==> src/rtl/lsu_pkg.sv <==
// Shared types and constants for the load/store unit: FSM state encoding,
// RV32I funct3 width codes, and the access-size decode used by both the
// control path and the lane aligner.
package lsu_pkg;

    typedef enum logic [2:0] {
        IDLE   = 3'd0,
        LOAD   = 3'd1,
        RMW_RD = 3'd2,
        STORE  = 3'd3,
        RESP   = 3'd4
    } lsu_state_t;

    typedef enum logic [1:0] {
        SZ_BYTE = 2'd0,
        SZ_HALF = 2'd1,
        SZ_WORD = 2'd2
    } lsu_size_t;

    localparam logic [2:0] F3_LB  = 3'b000;
    localparam logic [2:0] F3_LH  = 3'b001;
    localparam logic [2:0] F3_LW  = 3'b010;
    localparam logic [2:0] F3_LBU = 3'b100;
    localparam logic [2:0] F3_LHU = 3'b101;
    localparam logic [2:0] F3_SB  = 3'b000;
    localparam logic [2:0] F3_SH  = 3'b001;
    localparam logic [2:0] F3_SW  = 3'b010;

    // Access width for a request. Any funct3 without a defined meaning for
    // the given direction falls back to a whole-word access.
    function automatic lsu_size_t access_size(input logic is_store, input logic [2:0] funct3);
        lsu_size_t sz;
        sz = SZ_WORD;
        if (is_store) begin
            if (funct3 == F3_SB)
                sz = SZ_BYTE;
            else if (funct3 == F3_SH)
                sz = SZ_HALF;
        end else begin
            if (funct3 == F3_LB || funct3 == F3_LBU)
                sz = SZ_BYTE;
            else if (funct3 == F3_LH || funct3 == F3_LHU)
                sz = SZ_HALF;
        end
        return sz;
    endfunction

endpackage

==> src/rtl/lsu_if.sv <==
// Bundle of the execute-stage request/response handshake and the word-wide
// data-memory port. The slave modport is the load/store unit's view; the
// master modport is the surrounding core plus memory.
interface lsu_if #(
    parameter int ADDR_W = 32,
    parameter int XLEN   = 32
);
    logic              req_valid;
    logic              req_ready;
    logic              req_we;
    logic [2:0]        req_funct3;
    logic [ADDR_W-1:0] req_addr;
    logic [XLEN-1:0]   req_wdata;
    logic              resp_valid;
    logic [XLEN-1:0]   resp_rdata;
    logic              resp_err;
    logic              mem_we;
    logic [ADDR_W-1:0] mem_addr;
    logic [XLEN-1:0]   mem_wdata;
    logic [XLEN-1:0]   mem_rdata;

    modport master (
        output req_valid, req_we, req_funct3, req_addr, req_wdata, mem_rdata,
        input  req_ready, resp_valid, resp_rdata, resp_err, mem_we, mem_addr, mem_wdata
    );

    modport slave (
        input  req_valid, req_we, req_funct3, req_addr, req_wdata, mem_rdata,
        output req_ready, resp_valid, resp_rdata, resp_err, mem_we, mem_addr, mem_wdata
    );

endinterface

==> src/rtl/lsu_lane_align.sv <==
// Combinational lane logic: extracts and sign/zero-extends a byte or
// halfword for loads, and merges store data into the old word for stores.
// Halfword lanes use addr_lo[1] only; addr_lo[0] is ignored for halfwords.
module lsu_lane_align
    import lsu_pkg::*;
(
    input  logic [31:0] word,
    input  logic [1:0]  addr_lo,
    input  logic [2:0]  funct3,
    input  logic [31:0] sdata,
    output logic [31:0] load_data,
    output logic [31:0] store_word
);
    logic [7:0]  lbyte;
    logic [15:0] lhalf;
    logic        ext_sign;
    logic [3:0]  lane_mask;
    logic [31:0] lane_data;

    // Load path: pick the addressed lane and extend it to 32 bits.
    always_comb begin
        lbyte     = word[7:0];
        lhalf     = addr_lo[1] ? word[31:16] : word[15:0];
        ext_sign  = ~funct3[2];
        load_data = word;
        case (addr_lo)
            2'd0:    lbyte = word[7:0];
            2'd1:    lbyte = word[15:8];
            2'd2:    lbyte = word[23:16];
            default: lbyte = word[31:24];
        endcase
        case (access_size(1'b0, funct3))
            SZ_BYTE: load_data = {{24{ext_sign & lbyte[7]}}, lbyte};
            SZ_HALF: load_data = {{16{ext_sign & lhalf[15]}}, lhalf};
            default: load_data = word;
        endcase
    end

    // Store path: replicate the store data across lanes and build a lane mask.
    always_comb begin
        lane_mask = 4'b1111;
        lane_data = sdata;
        case (access_size(1'b1, funct3))
            SZ_BYTE: begin
                lane_mask = 4'b0001 << addr_lo;
                lane_data = {4{sdata[7:0]}};
            end
            SZ_HALF: begin
                lane_mask = addr_lo[1] ? 4'b1100 : 4'b0011;
                lane_data = {2{sdata[15:0]}};
            end
            default: begin
                lane_mask = 4'b1111;
                lane_data = sdata;
            end
        endcase
    end

    genvar gi;
    generate
        for (gi = 0; gi < 4; gi++) begin : g_merge
            assign store_word[8*gi +: 8] = lane_mask[gi] ? lane_data[8*gi +: 8] : word[8*gi +: 8];
        end
    endgenerate

endmodule

==> src/rtl/load_store_unit.sv <==
// RV32I load/store unit driving a word-wide memory with combinational read
// and synchronous whole-word write. Sub-word stores are read-modify-write.
// Optional feature macro: LSU_MISALIGN_TRAP_EN -- misaligned halfword/word
// accesses skip memory and respond with resp_err=1. XLEN must be 32.
module load_store_unit
    import lsu_pkg::*;
#(
    parameter int ADDR_W = 32,
    parameter int XLEN   = 32
) (
    input  logic  clk,
    input  logic  rst,
    lsu_if.slave  bus
);
    lsu_state_t        state_reg, state_next;
    logic [ADDR_W-1:0] addr_reg;
    logic              we_reg;
    logic [2:0]        funct3_reg;
    logic [XLEN-1:0]   wdata_reg;
    logic [XLEN-1:0]   merge_reg;
    logic [XLEN-1:0]   resp_rdata_reg;
    logic              accept;
    lsu_size_t         req_size;
    logic [XLEN-1:0]   align_word;
    logic [XLEN-1:0]   load_data;
    logic [XLEN-1:0]   store_word;

    assign accept   = bus.req_valid && (state_reg == IDLE);
    assign req_size = access_size(bus.req_we, bus.req_funct3);

`ifdef LSU_MISALIGN_TRAP_EN
    logic misalign;
    logic resp_err_reg;
    assign misalign = ((req_size == SZ_HALF) && bus.req_addr[0]) ||
                      ((req_size == SZ_WORD) && (bus.req_addr[1:0] != 2'b00));
    assign bus.resp_err = resp_err_reg;
`else
    assign bus.resp_err = 1'b0;
`endif

    // Loads extract from live memory data; stores merge into the captured old word.
    assign align_word = we_reg ? merge_reg : bus.mem_rdata;

    lsu_lane_align u_align (
        .word       (align_word),
        .addr_lo    (addr_reg[1:0]),
        .funct3     (funct3_reg),
        .sdata      (wdata_reg),
        .load_data  (load_data),
        .store_word (store_word)
    );

    assign bus.mem_addr   = {addr_reg[ADDR_W-1:2], 2'b00};
    assign bus.mem_wdata  = (state_reg == STORE) ? store_word : '0;
    assign bus.resp_rdata = resp_rdata_reg;

    // Next-state and handshake/strobe decode; all outputs are pure state decodes.
    always_comb begin
        state_next     = state_reg;
        bus.req_ready  = 1'b0;
        bus.resp_valid = 1'b0;
        bus.mem_we     = 1'b0;
        case (state_reg)
            IDLE: begin
                bus.req_ready = 1'b1;
                if (bus.req_valid) begin
                    if (!bus.req_we)
                        state_next = LOAD;
                    else if (req_size == SZ_WORD)
                        state_next = STORE;
                    else
                        state_next = RMW_RD;
`ifdef LSU_MISALIGN_TRAP_EN
                    if (misalign)
                        state_next = RESP;
`endif
                end
            end
            LOAD:   state_next = RESP;
            RMW_RD: state_next = STORE;
            STORE: begin
                bus.mem_we = 1'b1;
                state_next = RESP;
            end
            RESP: begin
                bus.resp_valid = 1'b1;
                state_next     = IDLE;
            end
            default: state_next = IDLE;
        endcase
    end

    // State register.
    always_ff @(posedge clk or posedge rst) begin
        if (rst)
            state_reg <= IDLE;
        else
            state_reg <= state_next;
    end

    // Latch the request on the accept edge; held for the whole transaction.
    always_ff @(posedge clk or posedge rst) begin
        if (rst) begin
            addr_reg   <= '0;
            we_reg     <= 1'b0;
            funct3_reg <= 3'b000;
            wdata_reg  <= '0;
        end else if (accept) begin
            addr_reg   <= bus.req_addr;
            we_reg     <= bus.req_we;
            funct3_reg <= bus.req_funct3;
            wdata_reg  <= bus.req_wdata;
        end
    end

    // Capture the old word during the read half of a read-modify-write.
    always_ff @(posedge clk or posedge rst) begin
        if (rst)
            merge_reg <= '0;
        else if (state_reg == RMW_RD)
            merge_reg <= bus.mem_rdata;
    end

    // Response data: load result, or zero for stores and trapped accesses; held otherwise.
    always_ff @(posedge clk or posedge rst) begin
        if (rst)
            resp_rdata_reg <= '0;
        else if (state_reg == LOAD)
            resp_rdata_reg <= load_data;
        else if (state_reg == STORE)
            resp_rdata_reg <= '0;
`ifdef LSU_MISALIGN_TRAP_EN
        else if (accept && misalign)
            resp_rdata_reg <= '0;
`endif
    end

`ifdef LSU_MISALIGN_TRAP_EN
    // Error flag is decided at accept and stays valid through the response.
    always_ff @(posedge clk or posedge rst) begin
        if (rst)
            resp_err_reg <= 1'b0;
        else if (accept)
            resp_err_reg <= misalign;
    end
`endif

endmodule

==> src/flat_wrapper.sv <==
// flat-port wrapper written by rule: the top's interface ports become plain ports
module load_store_unit_flat import lsu_pkg::*;
#(
    parameter int ADDR_W = 32,
    parameter int XLEN   = 32
)
  (clk, rst, bus_req_valid, bus_req_we, bus_req_funct3, bus_req_addr, bus_req_wdata, bus_mem_rdata, bus_req_ready, bus_resp_valid, bus_resp_rdata, bus_resp_err, bus_mem_we, bus_mem_addr, bus_mem_wdata);
  lsu_if #(.ADDR_W(ADDR_W), .XLEN(XLEN)) bus_i ();
  input  logic clk;
  input  logic rst;
  input wire logic [$bits(bus_i.req_valid)-1:0] bus_req_valid;
  input wire logic [$bits(bus_i.req_we)-1:0] bus_req_we;
  input wire logic [$bits(bus_i.req_funct3)-1:0] bus_req_funct3;
  input wire logic [$bits(bus_i.req_addr)-1:0] bus_req_addr;
  input wire logic [$bits(bus_i.req_wdata)-1:0] bus_req_wdata;
  input wire logic [$bits(bus_i.mem_rdata)-1:0] bus_mem_rdata;
  output wire logic [$bits(bus_i.req_ready)-1:0] bus_req_ready;
  output wire logic [$bits(bus_i.resp_valid)-1:0] bus_resp_valid;
  output wire logic [$bits(bus_i.resp_rdata)-1:0] bus_resp_rdata;
  output wire logic [$bits(bus_i.resp_err)-1:0] bus_resp_err;
  output wire logic [$bits(bus_i.mem_we)-1:0] bus_mem_we;
  output wire logic [$bits(bus_i.mem_addr)-1:0] bus_mem_addr;
  output wire logic [$bits(bus_i.mem_wdata)-1:0] bus_mem_wdata;
  assign bus_i.req_valid = bus_req_valid;
  assign bus_i.req_we = bus_req_we;
  assign bus_i.req_funct3 = bus_req_funct3;
  assign bus_i.req_addr = bus_req_addr;
  assign bus_i.req_wdata = bus_req_wdata;
  assign bus_i.mem_rdata = bus_mem_rdata;
  assign bus_req_ready = bus_i.req_ready;
  assign bus_resp_valid = bus_i.resp_valid;
  assign bus_resp_rdata = bus_i.resp_rdata;
  assign bus_resp_err = bus_i.resp_err;
  assign bus_mem_we = bus_i.mem_we;
  assign bus_mem_addr = bus_i.mem_addr;
  assign bus_mem_wdata = bus_i.mem_wdata;
  load_store_unit #(.ADDR_W(ADDR_W), .XLEN(XLEN)) u_core (.clk(clk), .rst(rst), .bus(bus_i));
endmodule
==> config.mk <==
export PLATFORM = sky130hd
export DESIGN_NAME = load_store_unit_flat
export DESIGN_NICKNAME = d
export VERILOG_FILES = /design/src/rtl/lsu_pkg.sv /design/src/rtl/lsu_if.sv /design/src/rtl/lsu_lane_align.sv /design/src/rtl/load_store_unit.sv /design/src/flat_wrapper.sv
export SDC_FILE = /design/constraint.sdc
export NUM_CORES = 1
export LEC_CHECK = 0
export BUFFER_PORTS_ARGS = -buffer_cell sky130_fd_sc_hd__buf_2
export CAP_MARGIN = 20
export CORE_MARGIN = 2
export CORE_UTILIZATION = 49
export CTS_BUF_LIST = sky130_fd_sc_hd__clkbuf_2 sky130_fd_sc_hd__clkbuf_4 sky130_fd_sc_hd__clkbuf_8
export CTS_CLUSTER_SIZE = 20
export DETAILED_ROUTE_END_ITERATION = 12
export PLACE_DENSITY = 0.78
export SLEW_MARGIN = 30
export SYNTH_ARGS = -nofsm -noshare
export SYNTH_HDL_FRONTEND = slang
export SYNTH_SLANG_ARGS = --single-unit
==> constraint.sdc <==
create_clock -name clk -period 3.61 [get_ports clk]
set_input_delay 0.1805 -clock clk [delete_from_list [all_inputs] [get_ports clk]]
set_output_delay 0.1805 -clock clk [all_outputs]
set_load 0.01 [all_outputs]
After elaboration in Yosys (flattened, before gate mapping) --
Index checks and enable logic that the tools add are counted.
Storage, ports and cells: bits in registers 135, bits of input ports 103
Operators by class: shift operators 1, mux-type cells 30, reductions and logical operators 13, equal/unequal tests 16, bitwise operators 3
Operators with widths (number):
- $mux 32 | 4
- $pmux 32 s2 | 2
- $mux 8 | 4
- $pmux 8 s3 | 1
- $mux 2 | 9
- $mux 16 | 1
- $eq 3x3->1 const B | 5
- $eq 3x1->1 const B | 3
- $logic_not 3->1 | 3
- $pmux 3 s3 | 1
- $pmux 4 s2 | 1
- $eq 2x1->1 const B | 3
- $eq 3x2->1 const B | 2
- $logic_not 2->1 | 3
- $mux 3 | 2
- $eq 2x2->1 const B | 2
- $logic_or 1x1->1 | 4
- $mux 1 | 4
- $mux 4 | 1
- $shl 1x2->4 const A | 1
- $and 1x1->1 | 2
- $ne 2x2->1 const B | 1
- $reduce_bool 2->1 | 1
- $reduce_or 2->1 | 1
- other kinds (2) | 2

Depth between registers and ports, before layout --
depth after elaboration 10, mapped depth 7, mapped depth without buffers 4

By module --
Synthesis repeated with hierarchy kept, for this count alone.
Second synthesis, totals: cells, all modules 656, area, all modules 7447.1 um2
Modules (own cells, without submodules):
- load_store_unit | cells each 440, sequential area each 3378.2 um2, instances 1, area an instance 6123.4 um2
- lsu_lane_align | cells each 216, sequential area each 0.0 um2, instances 1, area an instance 1323.8 um2

Least setup slack after synthesis --
Ideal clock, no wire load.
path type register to register, from register u_core.state_reg[0], to register u_core.addr_reg[0], period minus slack after synthesis 1.914 ns, data required time 3.485 ns, arrival time 1.789 ns, setup slack 1.696 ns, setup time 0.125 ns, stages on the path, launching flop included 7, path through dfrtp_1 clkbuf_1 nor3_1 and2_1 clkbuf_1 buf_2 mux2_2
Between the ends: longest elaborated chain between the ends 2
Ends and longest elaborated chain:
- start, declared | line load_store_unit.sv:15 | lsu_state_t state_reg, state_next;
- start signal, assigned | line load_store_unit.sv:98 | state_reg <= state_next;
- $logic_not 3->1 | line load_store_unit.sv:28 | assign accept = bus.req_valid && (state_reg == IDLE);
- $logic_and 1x1->1 | line load_store_unit.sv:28
- end signal, assigned | line load_store_unit.sv:109 | addr_reg <= bus.req_addr;
- end, declared | line load_store_unit.sv:16 | logic [ADDR_W-1:0] addr_reg;
No other way between the ends. A chain may end at the register's enable or synchronous reset.

Worst setup path in the final report --
from register u_core.addr_reg[1], to output port bus_mem_wdata[17]
Between the ends: longest elaborated chain between the ends 4, elaborated cells on any way between the ends 5, classes of those cells shift (1); mux (4)
Ends and longest elaborated chain:
- $mux 4 / $shl 1x2->4 (equally long branches) | line lsu_lane_align.sv:49, lsu_lane_align.sv:45
- $pmux 4 s2 * | line lsu_lane_align.sv:43 | case (access_size(1'b1, funct3))
- $mux 8 * | line lsu_lane_align.sv:62 | assign store_word[8*gi +: 8] = lane_mask[gi] ? lane_data[8*gi +: 8] : word[8*gi +: 8];
- $mux 32 * | line load_store_unit.sv:54 | assign bus.mem_wdata = (state_reg == STORE) ? store_word : '0;
- end, declared | line flat_wrapper.sv:23 | output wire logic [$bits(bus_i.mem_wdata)-1:0] bus_mem_wdata;
Every way passes the cells marked *; elsewhere a longest branch is shown, timed or not.

==> results.md <==
* Synth Area in Simple Gates at about 7.4%
* Worst-margin pin slew at between 900 and 1000 ps
* RePlAce Congestion at 0.881
* Diodes inserted at 0
* Worst min path class: primary input to asynchronous set/reset pin
* Synth Area in XOR/XNOR at 0%
* Synth Register Bits at 135
* Hpwl dp at roughly 15 mm
* Busiest metal layer after global routing: met2
* CP Data Required Time at 3430 ps
* Initial antenna violation count at 0
* Resized Gates After CTS at 0
* Area of the mapped netlist at approximately 7400 um^2
* Final wirelength at 23.2 mm
* Final worst-path cycle share at between 80% and 90%
* Row Count at between 40 and 50
* Critical Path Stages at 6
* Yosys top cell by area: dfrtp_1
* Cell Chain, Critical Path: buf_4, clkinv_1, o21ai_2, nor2_1, a311oi_1, buf_2
* Avg Cell Area, Syn at 11.1 um^2
* Cell Pwr Density at 913 nW/um^2
* Crit path launch type: register
* Die width at 127 um
* Commonest non-fill, non-tap cell in the layout: buf_2
* Sequential element share of the synthesized area at 45.9%
* Largest net degree at the start of global routing at 136
* # IOs at 203
* First-pass GRT wire length at about 36 mm
* DR vias at 6377
* Capturing point of the worst reg2reg path: u_core.bus.resp_rdata[5]
* Post-synthesis mux area share at 26.5%
* Final Slew Violations at 0
* Core Region at 14600 um^2
* Aggregate global-route resource usage at 29.5%
* Buf/Inv on CP at 3
* Largest family of logic cells by synthesized area: multiplexers
* Remaining DRCs at 0
* F_max at 0.314 GHz
* Met1 usage at 38.5%
* Worst Setup End Kind: primary output
* Async set or reset register ratio after synthesis at 100%
* Post-synth top flop: dfrtp_1
* Number of setup violations in the final report at 0
* GR met3 Demand/Resource at 8.06%
* Slowest-stage cell, CP: o21ai_2
* WS Path Type: register to primary output
* Via density at 5.76
* Die area at around 16000 um^2
* EDFF count, synth at 0
* Yosys top cell area share at 45.9%
* Chip height at 127 um
* Slew HR at 36.0%
* Register-to-Register Setup Slack at around 1000 ps
* Layout overhead on the synthesized area at 31.0%
* Initial Util at 50.5%
* Hold Vio Cnt, Final at 0
* Status: completed
* Antenna-violating nets left at 0
* Final #Nets at 1014
* Root Buffer: clkbuf_8
* Compound-Gate Fraction of Synth Area at 13.2%
* Max Fanout on Critical Path at 25
* CTS tree: done
* Post-Synth Adder-Cell Area at 0%
* Tot Pwr at 8810 uW
* Worst Slack Setup Final at 420 ps
* Commonest cells after routing, fill and taps aside: 199 x buf_2, 134 x dfrtp_1, 117 x mux2_2, 102 x dlygate4sd3_1, 74 x nand2_1
* CTS Sinks at between 100 and 150
* Synth Instances at 661
* Worst stage delay on the critical path at around 730 ps
* Ys Warns at 0
* Post-CTS Setup Inserts at 0
* Worst-skew pair later-pin latency at 480 ps
* TritonCTS Buffers at 17
* Clock transition time at the flip-flop clock pins of the worst setup and hold paths at 80 ps
* Iteration-0 DRC Markers at 439
* Worst Skew at ~18 ps
* Placement Setup Slack at ~830 ps
* RSZ-0062 raised after global routing: false
* CTS HTree Levels at 4
* Maxcap violations at 0
* R2r startpoint: u_core.we_reg
* Reg2Reg Depth at 5
* Layout fillers at 1102
* Total grt overflow at 0
* CTS Buffer Depth at 2
* Share of cells above drive strength 1 at a little over two fifths
* Worst vdd ir at 0.501 mV
* Post-synthesis cell type count at 44
* First drt pass iteration count at 6
* I/O Buffers at 199
* Synth top area cells: dfrtp_1 46%, mux2_2 18%, mux2i_1 5.0%, nand2_1 3.8%, buf_4 3.7%
* P_leak at roughly 0.0045 uW
* Routed len/inst at 20.9 um
* CP delay by family, top: compound AO/OA/AOI/OAI gates
* Setup TNS at 0 ps
* Crit path time final at 3190 ps
* Worst Path Arrival at roughly 3000 ps
* M2 GR Usage at approximately 47%
* Vias in the first global route at 6525
-- logic make-up after synthesis --
logic type / Yosys count
compound gates: 137
buf+inv: 89
flops: 135
mux: 167
other cells: 1
simple gates: 132
-- per-stage QoR --
step | util [%] | hold WS [ps] | std cells | area, um^2
2_1_floorplan | - | 297 | 663 | 7380
3_3_place_gp | 56.4 | 412 | 974 | 8230
3_5_place_dp | 56.4 | 416 | 974 | 8230
4_1_cts | 66.1 | 446 | 1107 | 9640
5_1_grt | 66.1 | 471 | 1107 | 9650
6_report | 66.1 | 443 | 1107 | 9650
-- where the power goes --
part	total (uW)	switching [uW]	internal, uW
registers	2860	596	2260
clock network	1270	633	641
logic	4680	2580	2100
total	8810	3810	5000
-- cell usage after synthesis (8+ instances only) --
cell type,number
clkbuf_1,21
a311oi_1,8
mux2i_1,37
a211oi_1,20
buf_2,21
o21ai_2,10
mux2_2,117
a21oi_1,23
o21ai_0,21
nand2_1,75
mux4_2,9
nor2_1,39
buf_4,36
dfrtp_1,135
a221oi_1,8
-- cell type report --
| type | count | area (um^2) | area share (%) |
|---|---|---|---|
| Multi-Input combinational cell | 439 | 3500 | 36.2 |
| Sequential cell | 135 | 3380 | 35.0 |
| Tap cell | 184 | 230 | 2.39 |
| Clock inverter | 12 | 129 | 1.34 |
| Inverter | 6 | 26.3 | 0.272 |
| Clock buffer | 19 | 262 | 2.71 |
| Timing Repair Buffer | 312 | 2120 | 22.0 |
-- worst min-delay path, cell delays in order --
cell	delay, ps
dlygate4sd3_1	520
buf_2	130
clkinvlp_4	70
buf_12	520
-- layer usage --
layer / vias up / share of wire, % / routed length [um]
met1: 3097 / 40 / 9230
met4: 0 / 3.5 / 818
met2: 363 / 47 / 10800
met5: - / 0 / 0
met3: 63 / 10 / 2330
li1: 2854 / - / -
-- repair_timing --
item	CTS	global route
setup endpoints to repair	0	0
hold buffers	102	0
endpoints found under the hold margin	236	0
-- worst max-delay path by stage --
| stage | from | endpoint | slack [ps] |
|---|---|---|---|
| 2_1_floorplan | u_core.state_reg[0] | u_core.addr_reg[0] | 1700 |
| 3_5_place_dp | u_core.addr_reg[1] | bus_mem_wdata[22] | 830 |
| 5_1_grt | u_core.addr_reg[1] | bus_mem_wdata[18] | 220 |
| 4_1_cts | u_core.addr_reg[1] | bus_mem_wdata[22] | 300 |
| 6_report | u_core.addr_reg[1] | bus_mem_wdata[17] | 420 |
| 3_3_place_gp | u_core.addr_reg[1] | bus_mem_wdata[16] | 900 |
No activity file was read; power rests on OpenSTA's default activity.
